$ cat src/rtl/cpu_pkg.sv
// Shared CPU definitions.
// Holds the PC-sequencer state encoding, default fetch-address parameters and
// the HALT opcode the decoder matches to raise halt_req.
package cpu_pkg;

    typedef enum logic [1:0] {
        RUN   = 2'd0,
        FLUSH = 2'd1,
        HALT  = 2'd2
    } pc_seq_state_t;

    localparam int unsigned ADDR_W_DEFAULT = 16;
    localparam logic [ADDR_W_DEFAULT-1:0] RESET_PC_DEFAULT = '0;

    // Major opcode the decoder compares against to form halt_req.
    localparam logic [6:0] OPCODE_HALT = 7'b111_1111;

endpackage

$ cat src/rtl/flush_counter.sv
// Down-counter that times the post-redirect flush window.
// Ports:
//   clk, rst  - clock, asynchronous active-high reset (count cleared to 0)
//   load      - load load_val (has priority over dec)
//   load_val  - value loaded when load is high
//   dec       - decrement by one (saturates at 0)
//   last      - count is exactly 1, i.e. the next decrement ends the window
module flush_counter #(
    parameter int unsigned WIDTH = 2
) (
    input  logic             clk,
    input  logic             rst,
    input  logic             load,
    input  logic [WIDTH-1:0] load_val,
    input  logic             dec,
    output logic             last
);

    logic [WIDTH-1:0] count_q;

    always_ff @(posedge clk or posedge rst) begin
        if (rst) begin
            count_q <= '0;
        end else if (load) begin
            count_q <= load_val;
        end else if (dec && (count_q != '0)) begin
            count_q <= count_q - WIDTH'(1);
        end
    end

    assign last = (count_q == WIDTH'(1));

endmodule

$ cat src/rtl/pc_sequencer.sv
// Program-counter sequencer for the fetch stage.
// Holds the PC, picks the next fetch address (sequential, branch target or
// hold), squashes wrong-path instructions after a taken redirect and owns the
// halt state.
// Ports:
//   clk, rst     - clock, asynchronous active-high reset
//   stall        - front-end hazard stall, holds the PC
//   br_valid     - EX holds a branch/jump
//   br_cond_met  - branch condition result
//   is_jump      - unconditional jump (taken regardless of br_cond_met)
//   br_target    - redirect address from EX
//   halt_req     - EX instruction is HALT
//   pc           - current fetch address (registered)
//   pc_plus1     - pc + 1, wrapping
//   flush        - squash IF/ID and ID/EX (combinational)
//   redirect     - taken redirect accepted this cycle (combinational)
//   halted       - core halted (registered)
module pc_sequencer
    import cpu_pkg::*;
#(
    parameter int unsigned          ADDR_W       = ADDR_W_DEFAULT,
    parameter logic [ADDR_W-1:0]    RESET_PC     = ADDR_W'(RESET_PC_DEFAULT),
    parameter int unsigned          FLUSH_CYCLES = 2
) (
    input  logic              clk,
    input  logic              rst,
    input  logic              stall,
    input  logic              br_valid,
    input  logic              br_cond_met,
    input  logic              is_jump,
    input  logic [ADDR_W-1:0] br_target,
    input  logic              halt_req,
    output logic [ADDR_W-1:0] pc,
    output logic [ADDR_W-1:0] pc_plus1,
    output logic              flush,
    output logic              redirect,
    output logic              halted
);

    localparam int unsigned CNT_W = $clog2(FLUSH_CYCLES + 1);

    pc_seq_state_t     state_q, state_d;
    logic [ADDR_W-1:0] pc_d;
    logic              taken;
    logic              flush_raw;
    logic              redirect_raw;
    logic              cnt_load;
    logic              cnt_dec;
    logic              cnt_last;

    assign taken    = br_valid & (is_jump | br_cond_met);
    assign pc_plus1 = pc + ADDR_W'(1);

    always_comb begin
        state_d      = state_q;
        pc_d         = pc;
        flush_raw    = 1'b0;
        redirect_raw = 1'b0;
        cnt_load     = 1'b0;
        cnt_dec      = 1'b0;
        unique case (state_q)
            RUN: begin
                // A taken redirect wins over stall: the wrong-path fetch must go.
                if (taken) begin
                    redirect_raw = 1'b1;
                    flush_raw    = 1'b1;
                    pc_d         = br_target;
                    cnt_load     = 1'b1;
                    // The redirect cycle itself is the first flush cycle.
                    if (FLUSH_CYCLES > 1) begin
                        state_d = FLUSH;
                    end
                end else if (halt_req) begin
                    state_d = HALT;
                end else if (!stall) begin
                    pc_d = pc_plus1;
                end
            end
            FLUSH: begin
                // Branch/halt requests here come from squashed instructions.
                flush_raw = 1'b1;
                if (!stall) begin
                    pc_d    = pc_plus1;
                    cnt_dec = 1'b1;
                    if (cnt_last) begin
                        state_d = RUN;
                    end
                end
            end
            HALT: begin
                state_d = HALT;
            end
            default: begin
                state_d = RUN;
            end
        endcase
    end

    // Pipeline clears must stay quiet while reset is held.
    assign flush    = flush_raw & ~rst;
    assign redirect = redirect_raw & ~rst;
    assign halted   = (state_q == HALT);

    always_ff @(posedge clk or posedge rst) begin
        if (rst) begin
            state_q <= RUN;
            pc      <= RESET_PC;
        end else begin
            state_q <= state_d;
            pc      <= pc_d;
        end
    end

    flush_counter #(
        .WIDTH (CNT_W)
    ) u_flush_counter (
        .clk      (clk),
        .rst      (rst),
        .load     (cnt_load),
        .load_val (CNT_W'(FLUSH_CYCLES - 1)),
        .dec      (cnt_dec),
        .last     (cnt_last)
    );

endmodule

$ cat config.mk
export PLATFORM = sky130hd
export DESIGN_NAME = pc_sequencer
export DESIGN_NICKNAME = d
export VERILOG_FILES = /design/src/rtl/cpu_pkg.sv /design/src/rtl/flush_counter.sv /design/src/rtl/pc_sequencer.sv
export SDC_FILE = /design/constraint.sdc
export NUM_CORES = 1
export LEC_CHECK = 0
export CAP_MARGIN = 0
export CELL_PAD_IN_SITES_DETAIL_PLACEMENT = 0
export CELL_PAD_IN_SITES_GLOBAL_PLACEMENT = 1
export CORE_UTILIZATION = 28
export CTS_BUF_LIST = sky130_fd_sc_hd__clkbuf_8
export DETAILED_ROUTE_END_ITERATION = 8
export GPL_TIMING_DRIVEN = 0
export PLACE_DENSITY = 0.8
export SETUP_SLACK_MARGIN = 0.2
export SLEW_MARGIN = 20
export SYNTH_ARGS = -nofsm -noshare
export SYNTH_HDL_FRONTEND = slang
export SYNTH_SLANG_ARGS = --single-unit
$ cat constraint.sdc
create_clock -name clk -period 1.6 [get_ports clk]
set_input_delay 0.4 -clock clk [delete_from_list [all_inputs] [get_ports clk]]
set_output_delay 0.4 -clock clk [all_outputs]
set_load 0.03 [all_outputs]
==> reports/qor.yml <==
status: "finished with violations"
violations: "negative setup slack"
first_pass_iters: 4
powerDensity_nw_per_um2: 2157
coreArea_um2: 4723
antenna_cells: 0
min_path_type: "in -> async"
dieArea_um2: 5177
clockBufferDepth: 2
drtIter0Drc: 66
fin_crit_sh_pct: 139.0
synth_edf_count: 0
routedWlPerCell_um: 17.78
gp_congestion: 0.7707
ant_nets: 0
clock_latency_ns: 0.26
drive_above_1_share_pct: 69.40
fin_cells: 348
cp-end-kind: "output pin"
synth_top_area_share_pct: 36.53
synthToLayoutAreaGrowth_pct: 138.3
synth_common_cells: "20 x dfrtp_1, 11 x inv_1, 10 x nor3_1, 8 x nand2_1, 8 x o21ai_0"
async_reset_ff_share_pct: 100.0
dp_hpwl_um: 3424
tns_ns: -8.389
timing_worst_setup_path_type: "reg -> out"
die_w_um: 71.95
rsz0062_at_grt: "yes"
port_buffers: 57
num_vias: 1818
grt_pass1_vias: 1643
holdBufCountCts: 0
netlist_area_um2: 1370
synth_most_common_cell: "dfrtp_1"
final_hold_viol_count: 0
postLayoutCoreUtil_pct: 69.11
dp.cells: 281
max_freq_mhz: 449.5
maxCapViolations: 0
cpMaxStageDelayCell: "or4_4"
nets: 308
fin_crit_ns: 2.225
post_dp_cell_area_um2: 2261
drv_slew: 0
synth_seq_cells: 20
start_kind: "register"
initial_core_util_pct: 29.01
worst-path-max-fanout: 6
syn_inst: 157
ys_seq_area_share_pct: 36.53
grt_pass1_wl_um: 8349
io_pins: 58
cts_root_buf: "clkbuf_8"
grt_use_total_pct: 20.64
postLayoutCellArea_um2: 3264
drt_wl_total_um: 6186
drc: 0
p_leak_nw: 1.427
fp-row-count: 25
cts_buffers: 3
relSlewSlack_pct: 45.03
crit_required_ns: 1.20
die_y_um: 71.95
ys_types: 43
overflow: 0
ys_top_cells_by_area: "dfrtp_1 37%, xor2_1 3.8%, nor3_1 3.7%"
path_cells: "nand4_1, or4_4, xnor2_4, buf_6"
ir_drop_mv: 1.364
cts_tree: "done"
yosysTopAreaCell: "dfrtp_1"
cts-htree-levels: 1
cts.reportedPaths.clkPinSlew_ns: 0.08
cp.arrival_ns: 1.82
synth_nets: 183
grt_max_degree: 21
viasPerCell: 5.224
antenna_found_initial: 0
setup_viol: 24
tightest_slew_ns: 0.8236
ys_warn_count: 0
synthFlopType: "dfrtp_1"
syn_avg_cell_area_um2: 8.727
finClkSkew_ns: 0.007173
cp_slowest_stage_delay_ns: 0.62
clkSinkCount: 20
setup_slack_ns: -0.6247
==> sequential cells by signal (all words and copies together), names as in the netlist <==
| name | flops |
|---|---|
| u_flush_counter.count_q | 2 |
| pc | 16 |
| state_q | 2 |
==> timing repair <==
action / CTS / global route
gates resized for setup: 271 / 80
buffers inserted: 26 / 37
pin swaps: 17 / 30
setup endpoints to repair: 66 / 44
==> layer usage <==
metal	vias up	routed length, um	GRT usage (%)
met1	904	2577	29.12
met4	0	79	3.268
met5	-	0	0
met2	66	3270	35.01
met3	8	258	2.222
li1	840	-	-
==> cells by family (layout without fill, tap and decap cells) <==
group	count (synthesis)	in the layout	synth area share, %
AOI/OAI and AO/OA	52	52	27.95
and+or+nand+nor	50	50	19.45
buffers and inverters	21	145	6.301
DFF	20	20	36.53
xor gates and xnor gates	11	11	7.032
adders and majority gates	3	3	2.740
==> report_power, final <==
| group | internal, mW | switching [mW] |
|---|---|---|
| Clock | 0.171 | 0.179 |
| Combinational | 2.75 | 2.88 |
| Sequential | 0.767 | 0.298 |
| Total | 3.69 | 3.35 |
==> placed cells by master (no fill, tap or decap), drive strengths merged, types with 2 or more instances in the layout <==
| master | synthesis | layout |
|---|---|---|
| xor2 | 6 | 6 |
| nand4 | 3 | 3 |
| nand3 | 6 | 6 |
| inv | 11 | 12 |
| o22ai | 5 | 5 |
| nor4 | 4 | 4 |
| nor2b | 2 | 2 |
| a2bb2oi | 4 | 4 |
| xnor2 | 5 | 5 |
| nand2 | 8 | 8 |
| o21ai | 9 | 9 |
| and3 | 3 | 3 |
| nor2 | 7 | 7 |
| clkdlybuf4s50 | 0 | 16 |
| o21a | 2 | 2 |
| nand2b | 3 | 3 |
| clkbuf | 6 | 8 |
| a21oi | 6 | 6 |
| o211ai | 2 | 2 |
| a221oi | 2 | 2 |
| nor3 | 10 | 10 |
| or3 | 2 | 2 |
| o2bb2ai | 3 | 3 |
| buf | 4 | 104 |
| a22oi | 5 | 5 |
| a221o | 3 | 3 |
| dfrtp | 20 | 20 |
| a31oi | 2 | 2 |
| dlygate4sd2 | 0 | 4 |
| ha | 3 | 3 |
==> stage by stage <==
step,hold WS [ns],power [mW],worst slack [ns]
global route,0.5821,7.390,-0.6744
global placement,0.5121,4.653,-0.9860
CTS,0.5439,5.807,-0.6219
finish,0.5459,7.041,-0.6247
detailed placement,0.5224,4.686,-0.9884
floorplan,0.3630,3.449,-0.4346
==> critical path: cells and delay by family, from the launching register on <==
kind | cells | cell delay, ns
XOR/XNOR | 1 | 0.15
buffers and inverters | 1 | 0.14
AND/OR/NAND/NOR | 2 | 0.84
flip-flops | 1 | 0.43
==> cell type report <==
cell class / instances / area (um^2)
plain buffers: 10 / 132.6
clock buffers: 3 / 41.29
clock inverters: 1 / 3.754
fillers: 335 / 1459
inverters: 11 / 46.29
multi-input cells: 116 / 1316
flip-flops and latches: 20 / 516.7
well taps: 67 / 83.83
repair buffers: 120 / 1124
==> worst paths after layout <==
path | from | depth (start not counted) | slack (ns) | end
setup / recovery | pc[5]$_DFFE_PP0P_ | 4 | -0.62 | pc_plus1[11]
hold / removal | rst | 2 | 0.55 | pc[10]$_DFFE_PP0P_
setup reg to reg | pc[5]$_DFFE_PP0P_ | 5 | -0.42 | pc[11]$_DFFE_PP0P_
hold reg to reg | pc[6]$_DFFE_PP0P_ | 1 | 0.56 | pc[6]$_DFFE_PP0P_
max in group asynchronous | rst | 2 | 0.49 | pc[0]$_DFFE_PP0P_
min in group clk | pc[6]$_DFFE_PP0P_ | 1 | 0.56 | pc[6]$_DFFE_PP0P_
No activity file was read; power rests on OpenSTA's default activity.
